<file path="src/rtl/ui_pkg.sv">
// Shared types and defaults for the operand-entry sequencer.
package ui_pkg;

    localparam int unsigned NUM_FIELDS_DEF = 3;
    localparam int unsigned FIELD_W_DEF    = 9;
    localparam int unsigned DEB_CYC_DEF    = 4;
    localparam int unsigned IDX_W          = 3;

    typedef enum logic [1:0] {
        S_WAIT    = 2'd0,
        S_HOLD    = 2'd1,
        S_WAIT_GO = 2'd2,
        S_RUN     = 2'd3
    } state_t;

endpackage

</file>
<file path="src/rtl/ui_debounce.sv">
// Single-bit key debouncer: the output level follows the raw input only after
// the raw input has held its new value for DEB_CYC consecutive cycles.
module ui_debounce #(
    parameter int unsigned DEB_CYC = 4
) (
    input  logic i_clk,
    input  logic i_rst_n,
    input  logic i_raw,
    output logic o_level
);

    localparam int unsigned CNT_W = (DEB_CYC > 1) ? $clog2(DEB_CYC) : 1;

    logic             r_level;
    logic [CNT_W-1:0] r_cnt;

    always_ff @(posedge i_clk or negedge i_rst_n) begin
        if (!i_rst_n) begin
            r_level <= 1'b0;
            r_cnt   <= '0;
        end else if (i_raw != r_level) begin
            // The DEB_CYC-th consecutive differing sample commits the change.
            if (r_cnt == CNT_W'(DEB_CYC - 1)) begin
                r_level <= i_raw;
                r_cnt   <= '0;
            end else begin
                r_cnt <= r_cnt + 1'b1;
            end
        end else begin
            r_cnt <= '0;
        end
    end

    assign o_level = r_level;

endmodule

</file>
<file path="src/rtl/ui_sequencer.sv">
// Collects NUM_FIELDS operand fields from switches via debounced set keys,
// then launches the downstream engine on go and waits for done.
import ui_pkg::*;

module ui_sequencer #(
    parameter int unsigned NUM_FIELDS = NUM_FIELDS_DEF,
    parameter int unsigned FIELD_W    = FIELD_W_DEF,
    parameter int unsigned DEB_CYC    = DEB_CYC_DEF
) (
    input  logic                          clk,
    input  logic                          resetn,
    input  logic [NUM_FIELDS-1:0]         set_key,
    input  logic                          go,
    input  logic                          cancel,
    input  logic [FIELD_W-1:0]            data_in,
    input  logic                          done,
    output logic                          start,
    output logic [NUM_FIELDS*FIELD_W-1:0] fields,
    output logic [IDX_W-1:0]              cur_field,
    output logic [NUM_FIELDS-1:0]         capture,
    output logic                          ready_go
);

    localparam int unsigned NK = NUM_FIELDS + 2;

    state_t                          r_state;
    state_t                          w_state_nxt;
    logic [IDX_W-1:0]                r_cur;
    logic [IDX_W-1:0]                w_cur_nxt;
    logic [NUM_FIELDS*FIELD_W-1:0]   r_fields;
    logic [NUM_FIELDS-1:0]           r_capture;
    logic [NUM_FIELDS-1:0]           w_cap_nxt;

    logic [NK-1:0]                   w_raw;
    logic [NK-1:0]                   w_deb;
    logic [NK-1:0]                   r_deb_d;
    logic [NK-1:0]                   w_rise;
    logic [NUM_FIELDS-1:0]           w_set_fall;
    logic                            w_key_rise;
    logic                            w_key_fall;
    logic                            w_go_rise;
    logic                            w_cancel_rise;

    // Key order in the debouncer bank: set keys, then go, then cancel.
    assign w_raw = {cancel, go, set_key};

    for (genvar g = 0; g < NK; g++) begin : g_deb
        ui_debounce #(.DEB_CYC(DEB_CYC)) u_deb (
            .i_clk   (clk),
            .i_rst_n (resetn),
            .i_raw   (w_raw[g]),
            .o_level (w_deb[g])
        );
    end

    assign w_rise        = w_deb & ~r_deb_d;
    assign w_set_fall    = ~w_deb[NUM_FIELDS-1:0] & r_deb_d[NUM_FIELDS-1:0];
    assign w_go_rise     = w_rise[NUM_FIELDS];
    assign w_cancel_rise = w_rise[NUM_FIELDS+1];

    always_ff @(posedge clk or negedge resetn) begin
        if (!resetn) begin
            r_state   <= S_WAIT;
            r_cur     <= '0;
            r_fields  <= '0;
            r_capture <= '0;
            r_deb_d   <= '0;
        end else begin
            r_state   <= w_state_nxt;
            r_cur     <= w_cur_nxt;
            r_capture <= w_cap_nxt;
            r_deb_d   <= w_deb;
            for (int unsigned k = 0; k < NUM_FIELDS; k++) begin
                if (w_cap_nxt[k])
                    r_fields[k*FIELD_W +: FIELD_W] <= data_in;
            end
        end
    end

    always_comb begin
        w_state_nxt = r_state;
        w_cur_nxt   = r_cur;
        w_cap_nxt   = '0;
        w_key_rise  = 1'b0;
        w_key_fall  = 1'b0;
        for (int unsigned k = 0; k < NUM_FIELDS; k++) begin
            if (r_cur == IDX_W'(k)) begin
                w_key_rise = w_rise[k];
                w_key_fall = w_set_fall[k];
            end
        end
        case (r_state)
            S_WAIT: begin
                if (w_key_rise)
                    w_state_nxt = S_HOLD;
                else if (w_cancel_rise && (r_cur != '0))
                    w_cur_nxt = r_cur - 1'b1;
            end
            S_HOLD: begin
                if (w_key_fall) begin
                    for (int unsigned k = 0; k < NUM_FIELDS; k++)
                        w_cap_nxt[k] = (r_cur == IDX_W'(k));
                    if (r_cur == IDX_W'(NUM_FIELDS - 1)) begin
                        w_state_nxt = S_WAIT_GO;
                    end else begin
                        w_state_nxt = S_WAIT;
                        w_cur_nxt   = r_cur + 1'b1;
                    end
                end
            end
            S_WAIT_GO: begin
                if (w_go_rise) begin
                    w_state_nxt = S_RUN;
                end else if (w_cancel_rise) begin
                    w_state_nxt = S_WAIT;
                    w_cur_nxt   = IDX_W'(NUM_FIELDS - 1);
                end
            end
            S_RUN: begin
                if (done) begin
                    w_state_nxt = S_WAIT;
                    w_cur_nxt   = '0;
                end
            end
            default: w_state_nxt = S_WAIT;
        endcase
    end

    always_comb begin
        start    = (r_state == S_RUN);
        ready_go = (r_state == S_WAIT_GO);
    end

    assign capture   = r_capture;
    assign fields    = r_fields;
    assign cur_field = r_cur;

endmodule

</file>
<file path="config.mk">
export PLATFORM = sky130hd
export DESIGN_NAME = ui_sequencer
export DESIGN_NICKNAME = d
export VERILOG_FILES = /design/src/rtl/ui_pkg.sv /design/src/rtl/ui_debounce.sv /design/src/rtl/ui_sequencer.sv
export SDC_FILE = /design/constraint.sdc
export NUM_CORES = 1
export LEC_CHECK = 0
export CAP_MARGIN = 20
export CORE_MARGIN = 2
export CORE_UTILIZATION = 45
export CTS_CLUSTER_DIAMETER = 80
export DETAILED_ROUTE_END_ITERATION = 6
export HOLD_SLACK_MARGIN = 0.1
export PLACE_DENSITY = 0.71
export SLEW_MARGIN = 20
export SYNTH_ARGS = -nofsm -noshare
export SYNTH_HDL_FRONTEND = slang
export SYNTH_SLANG_ARGS = --single-unit
</file>
<file path="constraint.sdc">
create_clock -name clk -period 2.6 [get_ports clk]
set_input_delay 0.39 -clock clk [delete_from_list [all_inputs] [get_ports clk]]
set_output_delay 0.39 -clock clk [all_outputs]
set_load 0.01 [all_outputs]
</file>
After elaboration in Yosys (flattened, before gate mapping):

Index checks and enable logic that the tools add are counted.

* register bits: 55
* bits of input ports: 17
* output and inout bits: 35
* word-level logic and storage cells: 96

* add/sub/neg operators: 7
* eq/ne operators: 24
* muxes and demuxes: 33
* bitwise operators: 4
* reductions and logical operators: 11

Operators with widths (number)
* $mux W2: 16
* $mux W3: 9
* $eq A2 B2 Y1 const B: 7
* $ne A2 B2 Y1 const B: 7
* $pmux W3 S4: 1
* $add A2 B1 Y2 const B: 5
* $reduce_and A2 Y1: 5
* $pmux W2 S4: 1
* $reduce_and A7 Y1: 1
* $mux W1: 6
* $and A5 B5 Y5: 1
* $ne A1 B1 Y1: 5
* $not A5 Y5: 1
* $reduce_and A4 Y1: 1
* $add A3 B1 Y3 const B: 1
* $and A3 B3 Y3: 1
* $eq A3 B1 Y1 const B: 1
* $eq A3 B2 Y1 const B: 1
* $logic_not A3 Y1: 1
* $ne A3 B1 Y1 const B: 1
* $not A3 Y3: 1
* $reduce_bool A3 Y1: 1
* $sub A3 B1 Y3 const B: 1
* $eq A2 B1 Y1 const B: 1
* 3 further kinds: 3

Logic depth before layout (Yosys ltp):

* depth in word-level cells: 7
* depth in mapped cells: 7
* gate-level depth less buffers: 7

Cells and area by module:

A second synthesis with hierarchy kept.

* cells, all modules: 173
* area total of the unflattened synthesis: 2362.3 µm²

By module, submodules not included
* ui_sequencer: instances 1, cells each 133, area each 1742.9 µm², seq. area each 1001.0 µm²
* ui_debounce: instances 5, cells each 8, area each 123.9 µm², seq. area each 75.1 µm²

Worst setup path after synthesis:

Ideal clock, no wire load.

* path type: register to register
* from: reg r_cur[1] (netlist: cur_field[1])
* to: reg r_cur[0] (netlist: cur_field[0])
* library setup time: 0.125 ns
* arrival: 1.913 ns
* data required time: 2.475 ns
* slack: 0.562 ns
* stages on the path, launching flop included: 8
* buffers on the path: 0
* period minus slack after synthesis: 2.038 ns
* cells stage by stage: dfrtp_1 -> inv_1 -> ha_1 -> and3b_1 -> a311o_1 -> a211oi_2 -> o21ai_2 -> mux2_4

* word-level cells in the longest chain between the ends: 6
* elaborated cells between the ends (all ways): 16
* those cells by class: eq/ne (6); mux (6); reduce/logical (4)

Ends and longest elaborated chain
* start, declared: line ui_sequencer.sv:28 `logic [IDX_W-1:0] r_cur;`
* start signal, assigned: line ui_sequencer.sv:70 `r_cur <= w_cur_nxt;`
* $logic_not A3 Y1: line ui_sequencer.sv:87 `if (r_cur == IDX_W'(k)) begin`
* $mux W1 (3 in a row): line ui_sequencer.sv:87
* $ne A2 B2 Y1 (no line)
* $reduce_and A7 Y1 (no line) *

Every way passes the cells marked *; elsewhere a longest branch is shown, timed or not.
A chain may end at the register's enable or synchronous reset.

Worst setup path in the final report:

* from: reg r_cur[0] (netlist: cur_field[0])
* to: reg r_fields[19] (netlist: fields[19])

* word-level cells in the longest chain between the ends: 6
* elaborated cells between the ends (all ways): 8
* those cells by class: eq/ne (2); mux (5); reduce/logical (1)

Ends and longest elaborated chain
* $logic_not A3 Y1: line ui_sequencer.sv:87
* $mux W1 (3 in a row): line ui_sequencer.sv:87
* $mux W3 *: line ui_sequencer.sv:100 `if (w_key_fall) begin`
* $mux W3 *: line ui_sequencer.sv:92 `case (r_state)`
* end signal, assigned by index: line ui_sequencer.sv:75 `r_fields[k*FIELD_W +: FIELD_W] <= data_in;`
* end, declared: line ui_sequencer.sv:30 `logic [NUM_FIELDS*FIELD_W-1:0] r_fields;`

Marked as above.

==> flow_summary.json <==
{
  "drc": 0,
  "setup_tns_ns": 0,
  "finalNonFillerCells": 302,
  "async_flop_share_pct": 100,
  "viasPerCell": 4.87,
  "syn_avg_cell_area_um2": 13.6,
  "required_ns": 2.79,
  "fp-row-count": 26,
  "grt_max_degree": 29,
  "fmax_mhz": 458,
  "tightest_slew_ns": 0.646,
  "diodes": 0,
  "end_kind": "flip-flop",
  "h-tree-depth": 2,
  "status": "completed",
  "cp_slowest_cell": "or4_1",
  "skew_ns": 0.00798,
  "placed_cell_area_mm2": 0.00299,
  "synth_area_leaders": "dfrtp_1 58%, mux2_2 9.0%, mux2_1 5.7%",
  "worstPathArrival_ns": 2.37,
  "cts_made_buffers": 5,
  "dr.first_iter.drc_count": 45,
  "ys_seq_area_share_pct": 57.6,
  "synth_seq_cells": 55,
  "ir_worst_vdd_mv": 0.533,
  "crit_chain": "inv_1 -> ha_1 -> nand2_1 -> or4_1 -> mux2_1",
  "power.leakage_nw": 1.37,
  "period_needed_ns": 2.18,
  "yosys.cell_types.count": 36,
  "place_congestion": 0.767,
  "path_class": "flip-flop to flip-flop",
  "cts_tree": "built",
  "layout-drive-gt1-share_pct": 16.4,
  "r2r-start": "cur_field[0]",
  "finalSetupViolCount": 0,
  "fin_crit_sh_pct": 84.0,
  "antenna_found_initial": 0,
  "firstDrtPassIters": 4,
  "insertion_delay_ns": 0.30,
  "start_util_pct": 46.8,
  "root_buffer": "clkbuf_8",
  "hold_buffers": 0,
  "worstReg2RegEnd": "fields[19]",
  "post_cts_resized": 0,
  "path_clk_slew_ns": 0.10,
  "synth_top_cell_by_area": "dfrtp_1",
  "detail_route.wirelength_mm": 4.34,
  "synth_top_area_share_pct": 57.6,
  "hp-class": "input pin to asynchronous set/reset pin",
  "gr-total-overflow": 0,
  "worstSetupStartpointType": "flip-flop",
  "post_cts_buffers": 0,
  "final_nets": 259,
  "max_stage_delay_ns": 0.69,
  "vias": 1472,
  "grt_pass1_wl_mm": 7.51,
  "relSlewSlack_pct": 56.9,
  "die_x_um": 76.9,
  "drv_slew": 0,
  "ant_nets": 0,
  "syn_inst": 176,
  "area_growth_pct": 28.6,
  "die_area_mm2": 0.00591,
  "dp_hpwl_mm": 3.18,
  "core_mm2": 0.00511,
  "fin_hold_ws_ns": 0.107,
  "finalHoldViolations": 0,
  "crit_fanout": 10,
  "numPortBuffers": 51,
  "grt_pass1_vias": 1537,
  "yosysWarnings": 0,
  "synth-edff-count": 0,
  "rsz0062_at_grt": "no",
  "most-common-layout-cells": "55 x dfrtp_1, 50 x clkdlybuf4s50_1, 19 x mux2_2, 12 x mux2_1, 10 x ha_1",
  "syn-num-nets": 203,
  "die_h_um": 76.9,
  "dpl.cell_count": 295,
  "boundaryPins": 52,
  "layout_commonest_cell": "dfrtp_1",
  "power.density_mw_per_mm2": 1000,
  "r2r_slack_ns": 0.42,
  "syn_area_mm2": 0.00239,
  "grt_usage_pct": 16.0,
  "clock-sinks": 55,
  "rr_worst_depth": 5,
  "synth-main-ff-cell": "dfrtp_1",
  "wl_per_cell_um": 14.4,
  "clockBufferDepth": 2,
  "design_area_mm2": 0.00307,
  "maxCapViolCount": 0
}
## state kept, by name, indices dropped and copies added (netlist names)
signal and cells:
cur_field 3, r_deb_d 5, r_state 2, capture 3, fields 27, g_deb.u_deb.r_cnt 10, g_deb.u_deb.o_level 5
## synth_stat cells (all sizes together), types with 2 or more instances
cell	instances
mux2	32
nand2	7
buf	4
dfrtp	55
and2	3
nand2b	6
or3b	2
nor2	5
nor3b	4
mux2i	2
nor3	4
and3b	2
xnor2	4
inv	9
ha	10
xor2	2
nor2b	4
a211oi	2
o21ai	5
## layer usage
layer | routed length [µm] | track usage (%)
met1 | 2070 | 21.2
met2 | 2090 | 25.5
met3 | 135 | 4.47
met4 | 41 | 5.45
met5 | 0 | 0
## stage by stage
stage | worst slack [ns] | utilization, % | total power, mW
final | 0.416 | 60.2 | 3.07
after global routing | 0.280 | 60.2 | 3.31
after CTS | 0.393 | 60.2 | 3.11
after detailed placement | 0.397 | 58.5 | 2.66
after global placement | 0.471 | 58.5 | 2.63
after floorplan | 0.562 | - | 2.11
## power breakdown
group | internal (mW) | switching, mW | total [mW]
clock network | 0.185 | 0.262 | 0.447
registers | 1.17 | 0.242 | 1.41
logic | 0.702 | 0.516 | 1.22
total | 2.05 | 1.02 | 3.07
## area by class of cell
| cell class | instances | area (µm²) |
|---|---|---|
| Fill cell | 436 | 2030 |
| Sequential cell | 55 | 1380 |
| Multi-Input combinational cell | 108 | 960 |
| Timing Repair Buffer | 53 | 533 |
| Tap cell | 70 | 87.6 |
| Clock buffer | 5 | 68.8 |
| Inverter | 9 | 33.8 |
| Clock inverter | 2 | 13.8 |
## how the worst max path moves through the flow
stage | startpoint | to | slack [ns] | depth (start not counted)
after global placement | cur_field[0] | fields[21] | 0.47 | 5
after CTS | cur_field[0] | fields[19] | 0.39 | 5
after global routing | cur_field[0] | fields[19] | 0.28 | 5
final | cur_field[0] | fields[19] | 0.42 | 5
after floorplan | cur_field[1] | cur_field[0] | 0.56 | 7
after detailed placement | cur_field[0] | fields[19] | 0.40 | 5
## cell families (layout without fill, tap and decap cells)
logic type	count (synthesis)	in the layout	share of synthesized area, %
xor gates and xnor gates	6	6	2.20
muxes	34	34	16.1
DFF	55	55	57.6
adders and majority gates	10	10	5.24
buffers and inverters	13	69	2.25
AOI/OAI and AO/OA	19	19	6.75
and+or+nand+nor	39	39	9.90
## critical path, delay by kind of cell, from the launching register on
family	cells	cell delay (ns)
buffers and inverters	1	0.14
DFF	1	0.45
and+or+nand+nor	2	0.79
muxes	1	0.40
adders and majority gates	1	0.30
No activity file was read; power rests on OpenSTA's default activity.
